===== src/rtl/tick_scheduler_pkg.sv =====
// Shared constants and FSM encoding for the tick scheduler and its channels.
package tick_scheduler_pkg;

   localparam int DEF_PRESCALE = 100;
   localparam int DEF_NUM_CH   = 4;
   localparam int DEF_PER_W    = 16;

   typedef enum logic [1:0] {
      ST_IDLE  = 2'd0,
      ST_RUN   = 2'd1,
      ST_PAUSE = 2'd2
   } state_e;

endpackage


===== src/rtl/tick_scheduler_channel.sv =====
// One tick channel: period register, wrap counter in base ticks, apply-on-wrap
// logic for a pending period, and the registered tick pulse.
module tick_channel
   import tick_scheduler_pkg::*;
#(
   parameter int PER_W = DEF_PER_W
) (
   input  logic             clk,
   input  logic             reset,
   input  logic             base_tick_i,
   input  logic             clear_i,
   input  logic             apply_i,
   input  logic             apply_now_i,
   input  logic [PER_W-1:0] period_i,
   output logic             tick_o,
   output logic             applied_o
);

   logic [PER_W-1:0] period_q, period_d;
   logic [PER_W-1:0] cnt_q, cnt_d;
   logic             tick_q, tick_d;
   logic             enabled;
   logic             wrap;

   assign enabled = (period_q != '0);
   assign wrap    = base_tick_i && enabled && (cnt_q == period_q - PER_W'(1));

   always_comb begin
      period_d  = period_q;
      cnt_d     = cnt_q;
      tick_d    = 1'b0;
      applied_o = 1'b0;
      if (clear_i) begin
         cnt_d = '0;
      end else if (base_tick_i && enabled) begin
         cnt_d  = wrap ? '0 : cnt_q + PER_W'(1);
         tick_d = wrap;
      end
      // A running, enabled channel only swaps periods at a wrap so no interval is cut short.
      if (apply_i) begin
         if (apply_now_i || !enabled) begin
            period_d  = period_i;
            cnt_d     = '0;
            applied_o = 1'b1;
         end else if (wrap) begin
            period_d  = period_i;
            applied_o = 1'b1;
         end
      end
   end

   always_ff @(posedge clk) begin
      if (reset) begin
         period_q <= '0;
         cnt_q    <= '0;
         tick_q   <= 1'b0;
      end else begin
         period_q <= period_d;
         cnt_q    <= cnt_d;
         tick_q   <= tick_d;
      end
   end

   assign tick_o = tick_q;

endmodule


===== src/rtl/tick_scheduler.sv =====
// Multi-channel tick scheduler: FSM, base-tick prescaler and a single pending
// configuration slot feeding NUM_CH tick_channel instances.
module tick_scheduler
   import tick_scheduler_pkg::*;
#(
   parameter int PRESCALE = DEF_PRESCALE,
   parameter int NUM_CH   = DEF_NUM_CH,
   parameter int PER_W    = DEF_PER_W,
   parameter int CH_W     = (NUM_CH > 1) ? $clog2(NUM_CH) : 1
) (
   input  logic              clk,
   input  logic              reset,
   input  logic              run_i,
   input  logic              stop_i,
   input  logic              cfg_valid_i,
   output logic              cfg_ready_o,
   input  logic [CH_W-1:0]   cfg_ch_i,
   input  logic [PER_W-1:0]  cfg_period_i,
   output logic [NUM_CH-1:0] tick_o,
   output logic              busy_o,
   output logic [1:0]        state_o
);

   localparam int PS_W = $clog2(PRESCALE);

   state_e state_q, state_d;
   logic   counting;
   logic   base_tick;
   logic   apply_now;

   always_ff @(posedge clk) begin
      if (reset) state_q <= ST_IDLE;
      else       state_q <= state_d;
   end

   always_comb begin
      state_d = state_q;
      case (state_q)
         ST_IDLE:  if (!stop_i && run_i) state_d = ST_RUN;
         ST_RUN:   if (stop_i) state_d = ST_IDLE;
                   else if (!run_i) state_d = ST_PAUSE;
         ST_PAUSE: if (stop_i) state_d = ST_IDLE;
                   else if (run_i) state_d = ST_RUN;
         default:  state_d = ST_IDLE;
      endcase
   end

   always_comb begin
      busy_o    = (state_q == ST_RUN);
      counting  = (state_q == ST_RUN);
      apply_now = (state_q != ST_RUN) || stop_i;
      state_o   = state_q;
   end

   logic [PS_W-1:0] presc_q, presc_d;

   assign base_tick = counting && !stop_i && (presc_q == PS_W'(PRESCALE - 1));

   always_comb begin
      presc_d = presc_q;
      if (stop_i)        presc_d = '0;
      else if (counting) presc_d = base_tick ? '0 : presc_q + PS_W'(1);
   end

   always_ff @(posedge clk) begin
      if (reset) presc_q <= '0;
      else       presc_q <= presc_d;
   end

   // Handshake: a request transfers on any cycle with cfg_valid_i && cfg_ready_o;
   // cfg_ready_o is low exactly while the pending slot holds an unapplied request.
   logic              pend_valid_q, pend_valid_d;
   logic [CH_W-1:0]   pend_ch_q, pend_ch_d;
   logic [PER_W-1:0]  pend_per_q, pend_per_d;
   logic [NUM_CH-1:0] apply_sel;
   logic [NUM_CH-1:0] applied;
   logic              in_range;

   assign cfg_ready_o = !pend_valid_q;
   assign in_range    = (32'(cfg_ch_i) < NUM_CH);

   always_comb begin
      pend_valid_d = pend_valid_q;
      pend_ch_d    = pend_ch_q;
      pend_per_d   = pend_per_q;
      if (pend_valid_q && (|applied)) pend_valid_d = 1'b0;
      if (cfg_valid_i && cfg_ready_o && in_range) begin
         pend_valid_d = 1'b1;
         pend_ch_d    = cfg_ch_i;
         pend_per_d   = cfg_period_i;
      end
   end

   always_ff @(posedge clk) begin
      if (reset) begin
         pend_valid_q <= 1'b0;
         pend_ch_q    <= '0;
         pend_per_q   <= '0;
      end else begin
         pend_valid_q <= pend_valid_d;
         pend_ch_q    <= pend_ch_d;
         pend_per_q   <= pend_per_d;
      end
   end

   for (genvar c = 0; c < NUM_CH; c++) begin : g_ch
      assign apply_sel[c] = pend_valid_q && (pend_ch_q == CH_W'(c));

      tick_channel #(
         .PER_W (PER_W)
      ) u_ch (
         .clk         (clk),
         .reset       (reset),
         .base_tick_i (base_tick),
         .clear_i     (stop_i),
         .apply_i     (apply_sel[c]),
         .apply_now_i (apply_now),
         .period_i    (pend_per_q),
         .tick_o      (tick_o[c]),
         .applied_o   (applied[c])
      );
   end

endmodule

===== config.mk =====
export PLATFORM = sky130hd
export DESIGN_NAME = tick_scheduler
export DESIGN_NICKNAME = d
export VERILOG_FILES = /design/src/rtl/tick_scheduler_pkg.sv /design/src/rtl/tick_scheduler_channel.sv /design/src/rtl/tick_scheduler.sv
export SDC_FILE = /design/constraint.sdc
export NUM_CORES = 1
export LEC_CHECK = 0
export ABC_AREA = 1
export BUFFER_PORTS_ARGS = -buffer_cell sky130_fd_sc_hd__buf_2
export CELL_PAD_IN_SITES_DETAIL_PLACEMENT = 0
export CELL_PAD_IN_SITES_GLOBAL_PLACEMENT = 1
export CORE_MARGIN = 8
export CORE_UTILIZATION = 44
export DETAILED_ROUTE_END_ITERATION = 12
export GPL_TIMING_DRIVEN = 0
export PLACE_DENSITY_LB_ADDON = 0.1
export SLEW_MARGIN = 40
export SYNTH_ARGS = -nofsm -noshare
export SYNTH_HDL_FRONTEND = slang
export SYNTH_SLANG_ARGS = --single-unit
export TNS_END_PERCENT = 50

===== constraint.sdc =====
create_clock -name clk -period 2.8 [get_ports clk]
set_input_delay 0.14 -clock clk [delete_from_list [all_inputs] [get_ports clk]]
set_output_delay 0.14 -clock clk [all_outputs]
set_load 0.02 [all_outputs]

# After elaboration in Yosys (flattened, before gate mapping)
# Cells that the tools add are included.
# Widths: inputs -> output; s select.
[totals]
latchBits = 0
mem_count = 0
ramBits = 0
romBits = 0
out_inout_bits = 8
reg_bits = 160
[classes]
n_eq_ne = 14
shifts = 0
n_addsub = 9
div_mod_pow = 0
n_reduce_logical = 50
muxes = 49
bitwise_logic = 4
magnitude_cmp = 0
multipliers = 0
[ops]
columns = ["op", "n"]
rows = [
  ["$mux 16", 28],
  ["$add 16x1->16 const B", 4],
  ["$eq 16x16->1", 4],
  ["$reduce_bool 16->1", 4],
  ["$sub 16x1->16 const B", 4],
  ["$logic_and 1x1->1", 17],
  ["$mux 1", 14],
  ["$reduce_or 3->1", 4],
  ["$mux 2", 5],
  ["$reduce_bool 2->1", 5],
  ["$reduce_and 2->1", 4],
  ["$add 7x1->7 const B", 1],
  ["$eq 7x7->1 const B", 1],
  ["$mux 7", 1],
  ["$eq 2x2->1 const B", 3],
  ["$logic_not 1->1", 6],
  ["$ne 3x3->1 const B", 2],
  ["$pmux 2 s3", 1],
  ["$logic_or 1x1->1", 5],
  ["$eq 2x1->1 const B", 2],
  ["$logic_not 2->1", 2],
  ["$not 1->1", 4],
  ["$reduce_or 4->1", 1],
  ["$reduce_and 3->1", 1],
  ["other kinds (3)", 3],
]

# Longest topological paths before layout
# Gate-level depths: netlist of the first run.
[logic_depth]
depth_word = 12
mapped_depth = 17
mapped_depth_nobuf = 17

# By module
# A second synthesis of the first run with hierarchy kept.
[unflattened]
cells_unflattened = 1686
hier_area_um2 = 10513.8
[by_module_without_submodules]
columns = ["module", "area_per_inst_um2", "cells_per_inst", "instances", "seq_area_each_um2"]
rows = [
  ["tick_channel (g_ch[1].u_ch ...)", 2348.5, 391, 2, 660.6],
  ["tick_channel (g_ch[3].u_ch)", 2346.0, 382, 1, 660.6],
  ["tick_channel (g_ch[0].u_ch)", 2280.9, 360, 1, 660.6],
  ["tick_scheduler", 1189.9, 162, 1, 560.5],
]

# Worst setup path before layout of the first run
# OpenSTA, ideal clock, no wires.
[synth_timing]
kind = "reg2reg"
start = "register g_ch[0].u_ch.period_q[0]"
end = "register g_ch[0].u_ch.cnt_q[0]"
period_less_slack_ns = 1.968
path_stages_with_launch = 16
path_buffers = 1
t_arrival_ns = 1.847
setup_slack_ns = 0.832
path_cell_list = "dfxtp_1 -> inv_1 -> ha_1 -> nand3_1 -> o21ai_0 -> nand2_1 -> nand2_1 -> nand2_1 -> nor2_1 -> nand2_1 -> nor2_1 -> and2_1 -> buf_2 -> nor3_1 -> a21oi_1 -> nor2_1"
[synth_between]
elab_chain_cells = 8
[synth_lines]
columns = ["item", "line", "text"]
rows = [
  ["start, declared", "tick_scheduler_channel.sv:19", "logic [PER_W-1:0] period_q, period_d;"],
  ["start signal, assigned", "tick_scheduler_channel.sv:58", "period_q <= period_d;"],
  ["$sub 16x1->16 or $reduce_bool 16->1 (tied branches)", "tick_scheduler_channel.sv:26, tick_scheduler_channel.sv:25", ""],
  ["$eq 16x16->1 or $logic_and 1x1->1 (tied branches)", "tick_scheduler_channel.sv:26, tick_scheduler_channel.sv:35", ""],
  ["$logic_and 1x1->1", "tick_scheduler_channel.sv:26", "assign wrap = base_tick_i && enabled && (cnt_q == period_q - PER_W'(1));"],
  ["$mux 16", "tick_scheduler_channel.sv:36", "cnt_d = wrap ? '0 : cnt_q + PER_W'(1);"],
  ["$mux 16", "tick_scheduler_channel.sv:35", "end else if (base_tick_i && enabled) begin"],
  ["$mux 16", "tick_scheduler_channel.sv:33", "if (clear_i) begin"],
  ["$mux 16", "tick_scheduler_channel.sv:41", "if (apply_now_i || !enabled) begin"],
  ["$mux 16 *", "tick_scheduler_channel.sv:40", "if (apply_i) begin"],
  ["end signal, assigned", "tick_scheduler_channel.sv:59", "cnt_q <= cnt_d;"],
  ["end, declared", "tick_scheduler_channel.sv:20", "logic [PER_W-1:0] cnt_q, cnt_d;"],
]
# Mark *: on every way between the ends. The rest lies on a longest branch, timed or not.
# A chain may end at the register's enable or synchronous reset.

# Worst setup path after layout of the first run
[layout_timing]
start = "register g_ch[3].u_ch.period_q[0]"
end = "register g_ch[3].u_ch.period_q[6]"
[layout_between]
elab_chain_cells = 5
[layout_lines]
columns = ["item", "line"]
rows = [
  ["start, declared", "tick_scheduler_channel.sv:19"],
  ["start signal, assigned", "tick_scheduler_channel.sv:58"],
  ["$sub 16x1->16 or $reduce_bool 16->1 (tied branches)", "tick_scheduler_channel.sv:26, tick_scheduler_channel.sv:25"],
  ["$eq 16x16->1, or another cell as far along", "tick_scheduler_channel.sv:26"],
  ["$logic_and 1x1->1 or $logic_or 1x1->1 (tied branches)", "tick_scheduler_channel.sv:26, tick_scheduler_channel.sv:41"],
  ["$reduce_bool 2->1 (no source line)", "--"],
  ["$reduce_and 2->1 (no source line)", "--"],
]
# Several ways; a longest one is shown, not always the timed one.

==> impl_results.md, run 1 <==
* Data arrival, critical path at 2.89 ns
* CTS Buffer Depth at 2
* Worst setup path start: g_ch[3].u_ch.period_q[0]
* Final Setup Violations at 0
* Layout cell share with drive strength beyond 1 at 0.0916
* PortBufs at 30
* Most used cell, CP: nand2_1
* Highest-delay cell along the critical path: dfxtp_1
* DRC marker count from the first detailed-route iteration at 701
* Final worst-path cycle share at 0.908
* Die area at 27,000 um2
* # H-tree levels at 4
* Cell Chain, Critical Path: inv_1 -> ha_1 -> inv_1 -> nand2_1 -> nand3_1 -> nand2_1 -> nor2_1 -> nand2_1 -> nor2_1 -> nand2_1 -> nor2_1 -> nand4_1 -> nand2_2 -> buf_4 -> o21ai_1 -> a21oi_1
* Post-synthesis net count at 1,520
* PwrDens at 560 nW/um2
* Cells after synthesis at 1,484
* Worst vdd ir at 0.000291 V
* Root Driver: clkbuf_16
* First-pass DRT Iterations at 5
* PnR worst setup slack at 0.259 ns
* Hold Path Depth at 3
* Average size of a mapped cell at 6.53 um2
* Setup tns final at 0 ns
* CTS tree: done
* Top cell family by delay on the critical path: simple AND/OR/NAND/NOR gates
* Maximum number of pins on one net before global-route repair at 17
* Gr ovfl total at 0
* Max Slew Vio Count at 0
* Crit path time final at 2.54 ns
* Skew final at 0.0139 ns
* Post-synthesis register bit count at 160
* WL per Instance at 14.9 um
* Commonest non-fill, non-tap cell in the layout: nand2_1
* Gr usage total at 0.205
* Min-delay src: cfg_period_i[12]
* WP buf/inv at 3
* Starting Density at 0.447
* HP Class: in -> reg
* Final ANT Viol Nets at 0
* Critical Path Source Type: flip-flop
* Start-to-end type of the worst setup path: reg -> reg
* DR vias/cell at 5.08
* Crit. End Element: flip-flop
* Area Growth Syn to Fin at 12.1%
* Most frequent cells in the layout: nand2_1, nor2_1, inv_1
* Yosys warnings at 0
* Vias after detailed routing at 9,298
* Number of global-route vias before repair at 8,635
* Cell depth of the worst setup path at 16
* Unrepaired setup endpoints after global routing: no
* Finished Cell Area at 10,900 um2
* Worst r2r path cells at 16
* Total CTS buffers at 17
* Seq/Total Area, Yosys at 0.331
* Die Y at 164 um
* Synth async-reset ratio at 0
* Post-synth EDFFs at 0
* Number of top-level pins at 31
* Yosys cell types at 47
* Max Cap Violations at 0
* Fin util at 0.500
* WP data required at 3.15 ns
* DRC errors left at 0
* Final WL at 27,300 um
* Final GP Congestion at 0.873
* DIE WIDTH at 164 um
* CTS Sinks at 160
* Dominant synthesized flop cell: dfxtp_1
* Clk slew on worst S/H paths at 0.06 ns
* Placed cell area at 10,200 um2
* Layout fillers at 2,257
* Layout net count at 1,573
* Placement Rows at 54
* Placed insts at 1,794
* Pre-CTS WS at 0.270 ns
* Status: completed
* Final Hold Vio Count at 0
* Slew HR at 0.604
* # diodes at 0
* Achievable Freq at 394 MHz
* Post-CTS Setup Repair Bufs at 0
* Placeable core area at 21,700 um2
* Crit path max fanout at 10
* Synthesized area at 9690 um2
* Worst-skew pair later-pin latency at 0.43 ns
* Max incr delay on CP at 0.37 ns
* First-pass GRT wire length at 44,100 um
* Final HPWL DP at 21,000 um
* Initial antenna violation count at 0
* Worst slew pin tran at 0.589 ns
* Final std cells w/o fill at 1,830
* RR Startpoint: g_ch[3].u_ch.period_q[0]
* Lkg Pwr at 4.88 nW
[layout make-up]
class / instances / area, um2 / area share
Multi-Input combinational cell: 1095 / 5540 / 0.510
Clock inverter: 11 / 154 / 0.0142
Inverter: 198 / 746 / 0.0687
Sequential cell: 160 / 3200 / 0.295
Timing Repair Buffer: 34 / 190 / 0.0175
Clock buffer: 21 / 470 / 0.0433
Buffer: 31 / 205 / 0.0189
Tap cell: 280 / 350 / 0.0323
[per-stage QoR]
stage	power (mW)	hold WS, ns
final	6.08	0.0235
after global routing	6.40	0.0181
after CTS	6.12	0.0103
after detailed placement	3.64	0.327
after global placement	3.63	0.322
after floorplan	3.34	0.209
[cell families after synthesis]
group                    count (synthesis)  synth area share
flip-flops                             160             0.331
buffers and inverters                  229            0.0982
XOR/XNOR                                70            0.0633
AO/OA/AOI/OAI                          246             0.137
adder cells (fa/ha/maj)                 13            0.0168
AND/OR/NAND/NOR                        766             0.354
[metal layers]
layer	vias up	part of all wire	GRT usage
met3	27	0.046	0.0332
met5	-	0	0
met1	4205	0.50	0.286
met4	0	0.012	0.0438
li1	4896	-	-
met2	170	0.44	0.326
[cells in the mapped netlist (2+ instances only)]
cell type | number | area [um2]
a211oi_1 | 10 | 75.1
a21boi_0 | 2 | 15.0
a21oi_1 | 95 | 475
a21oi_2 | 6 | 52.6
and2_1 | 2 | 12.5
and3_1 | 4 | 25.0
buf_2 | 5 | 25.0
buf_4 | 8 | 60.1
buf_6 | 7 | 78.8
clkbuf_1 | 11 | 41.3
clkinv_1 | 2 | 7.51
dfxtp_1 | 160 | 3200
ha_1 | 13 | 163
inv_1 | 188 | 706
inv_2 | 7 | 26.3
nand2_1 | 335 | 1260
nand2_2 | 7 | 43.8
nand2_4 | 4 | 45.0
nand3_1 | 102 | 510
nand3_2 | 3 | 30.0
nand3b_1 | 11 | 82.6
nand4_1 | 24 | 150
nor2_1 | 202 | 758
nor2_2 | 14 | 87.6
nor2_4 | 7 | 78.8
nor2_8 | 2 | 40.0
nor3_1 | 26 | 130
nor3_2 | 3 | 30.0
nor3b_1 | 2 | 15.0
nor4_1 | 10 | 62.6
o2111a_1 | 2 | 22.5
o211ai_1 | 4 | 30.0
o21ai_0 | 62 | 310
o21ai_1 | 58 | 290
o21bai_1 | 3 | 22.5
or2_1 | 2 | 12.5
or2_2 | 3 | 18.8
xnor2_1 | 24 | 210
xor2_1 | 46 | 403
[worst register-to-register path, stage by stage (launching register included)]
cell     delay, ns
dfxtp_1       0.37
inv_1         0.14
ha_1          0.29
inv_1         0.13
nand2_1       0.06
nand3_1       0.08
nand2_1       0.05
nor2_1        0.17
nand2_1       0.07
nor2_1        0.08
nand2_1       0.06
nor2_1        0.17
nand4_1       0.20
nand2_2       0.18
buf_4         0.19
o21ai_1       0.07
a21oi_1       0.15
[worst paths after layout]
path	end	slack (ns)
hold / removal	pend_per_q[12]	0.02
setup reg to reg	g_ch[3].u_ch.period_q[6]	0.26
setup / recovery	g_ch[3].u_ch.period_q[6]	0.26
hold reg to reg	presc_q[6]	0.49
[power breakdown]
part           leakage, nW  switching, mW  internal [mW]
Sequential            1.30         0.0737           2.35
Clock                0.294          0.990           1.48
Combinational         3.28          0.790          0.394
[state kept, by name, summed over array words and instances, names as in the netlist]
register	flops
pend_per_q	16
pend_valid_q	1
g_ch.u_ch.period_q	64
presc_q	7
g_ch.u_ch.tick_o	4
g_ch.u_ch.cnt_q	64
state_o	2
pend_ch_q	2
[what timing repair did]
item	4_1_cts	5_1_grt
endpoints found under the hold margin	5	0
resized for setup	0	0
hold buffers	4	0
(Power assumes the default switching activity.)
==> inputs of run 2 (changes only) <==
PLACE_DENSITY_LB_ADDON = 0.08   (was 0.1)
==> run 2 against run 1 <==
Utilization is 0.092 points higher. Highest routed layer unchanged. Clock power hardly changed. Sequential share of layout area decreased by 0.054 points. Critical endpoint is now g_ch[0].u_ch.cnt_q[0]. Critical path type unchanged. Clock skew decreased by 0.0023 ns.
==> impl_results.md, run 2 (synthesized netlist as in run 1, its figures left out) <==
* Layout net count at 1,575
* First-pass GRT wire length at 44,600 um
* Fin util at 0.501
* DR vias/cell at 5.09
* Unrepaired setup endpoints after global routing: no
* # diodes at 0
* Critical Path Source Type: flip-flop
* Placeable core area at 21,700 um2
* Final Hold Vio Count at 0
* Placement Rows at 54
* Commonest non-fill, non-tap cell in the layout: nand2_1
* Most frequent cells in the layout: nand2_1, nor2_1, inv_1
* Die area at 27,000 um2
* Crit path max fanout at 10
* Switching pwr at 1.83 mW
* Worst flop-to-flop path endpoint: g_ch[0].u_ch.cnt_q[0]
* Slew HR at 0.639
* Hold Worst Slack at 0.0216 ns
* Max Slew Vio Count at 0
* Root Driver: clkbuf_16
* Crit. End Element: flip-flop
* Data arrival, critical path at 2.77 ns
* Skew final at 0.0116 ns
* Critical path capture point: g_ch[0].u_ch.cnt_q[0]
* CTS Buffer Depth at 2
* Vias after detailed routing at 9,318
* Number of top-level pins at 31
* Internal at 4.27 mW
* Final std cells w/o fill at 1,830
* DIE WIDTH at 164 um
* Switching share of power at 0.299
* DRC errors left at 0
* Crit path time final at 2.46 ns
* Status: completed
* Placed insts at 1,794
* Start-to-end type of the worst setup path: reg -> reg
* Starting Density at 0.447
* CTS tree: done
* Final ANT Viol Nets at 0
* Largest registers: g_ch.u_ch.cnt_q (64), g_ch.u_ch.period_q (64), pend_per_q (16)
* Final GP Congestion at 0.860
* First-pass DRT Iterations at 5
* Gr usage total at 0.208
* Area Growth Syn to Fin at 12.3%
* Final HPWL DP at 21,300 um
* Worst slew pin tran at 0.541 ns
* Layout cell share with drive strength beyond 1 at 0.0942
* Worst vdd ir at 0.000392 V
* WL per Instance at 15.0 um
* Worst-skew pair later-pin latency at 0.43 ns
* Seq pwr share at 0.397
* Total CTS buffers at 17
* Gr ovfl total at 0
* PwrDens at 561 nW/um2
* Number of global-route vias before repair at 8,689
* Max Cap Violations at 0
* # H-tree levels at 4
* R2R Setup Slk at 0.34 ns
* DRC marker count from the first detailed-route iteration at 601
* Clk slew on worst S/H paths at 0.06 ns
* CTS Sinks at 160
* Layout fillers at 2,259
* Worst r2r path cells at 15
* Maximum number of pins on one net before global-route repair at 17
* Achievable Freq at 406 MHz
* HP Class: in -> reg
* PnR worst setup slack at 0.336 ns
* PortBufs at 30
* Pre-CTS WS at 0.189 ns
* Final worst-path cycle share at 0.880
* Initial antenna violation count at 0
* Worst setup path start: g_ch[0].u_ch.period_q[0]
* Die Y at 164 um
* Final Setup Violations at 0
* RR Startpoint: g_ch[0].u_ch.period_q[0]
* Final WL at 27,400 um
* Lkg Pwr at 4.90 nW
* Clock share of power at 0.408
* WP data required at 3.11 ns
* Setup tns final at 0 ns
* Logic pwr share at 0.195
==> run 2: routing by layer <==
metal	up-vias	GRT usage	wire, um
met2	145	0.331	12200
met4	0	0.0577	558
met3	34	0.0341	1060
met5	-	0	0
li1	4894	-	-
met1	4245	0.285	13600
==> run 2: worst min-delay path by stage <==
stage / slack, ns / from / end / cells past startpoint
2_1_floorplan: 0.21 / reset / pend_valid_q / 1
3_3_place_gp: 0.32 / run_i / state_o[1] / 2
3_5_place_dp: 0.33 / run_i / state_o[1] / 2
4_1_cts: 0.001 / cfg_period_i[6] / pend_per_q[6] / 3
5_1_grt: 0.03 / cfg_period_i[6] / pend_per_q[6] / 3
6_report: 0.02 / cfg_period_i[9] / pend_per_q[9] / 3
==> run 2: power groups by stage <==
stage / sequential (mW) / clock [mW] / combinational (mW)
after global routing: 2.43 / 2.63 / 1.36
after CTS: 2.42 / 2.54 / 1.18
after detailed placement: 2.47 / 0 / 1.17
final: 2.42 / 2.49 / 1.19
after floorplan: 2.45 / 0 / 0.895
after global placement: 2.47 / 0 / 1.16
==> run 2: final cells by class <==
cell class	instances	area, um2	share of cell area
tap	280	350	0.0322
inverter	198	746	0.0686
multi-input combinational	1095	5550	0.510
buffer	31	205	0.0189
sequential	160	3200	0.295
timing repair buffer	36	203	0.0186
clock inverter	10	160	0.0147
clock buffer	20	457	0.0420
==> run 2: what timing repair did <==
| action | CTS | global route |
|---|---|---|
| setup buffers | 0 | 3 |
| resized for setup | 0 | 6 |
| hold buffers | 3 | 0 |
| endpoints found under the hold margin | 4 | 0 |
| endpoints found under the setup margin | 0 | 38 |
==> run 2: worst max-delay path, cell delays in order, from the launching register on <==
cell and delay [ns]:
dfxtp_1 0.37, inv_1 0.10, ha_1 0.25, or2_1 0.26
nand3_1 0.08, nand2_1 0.06, nor2_1 0.22, nand2_1 0.08
nor2_1 0.08, nand2_1 0.06, nor2_1 0.16, and2_1 0.15
buf_2 0.25, nor3_1 0.07, a21oi_1 0.11, nor2_1 0.05
==> run 2: per-stage QoR <==
step | area (um2) | total power, mW
after floorplan | 9690 | 3.34
after global routing | 10900 | 6.42
after CTS | 10800 | 6.14
after detailed placement | 10200 | 3.64
final | 10900 | 6.10
after global placement | 10200 | 3.63
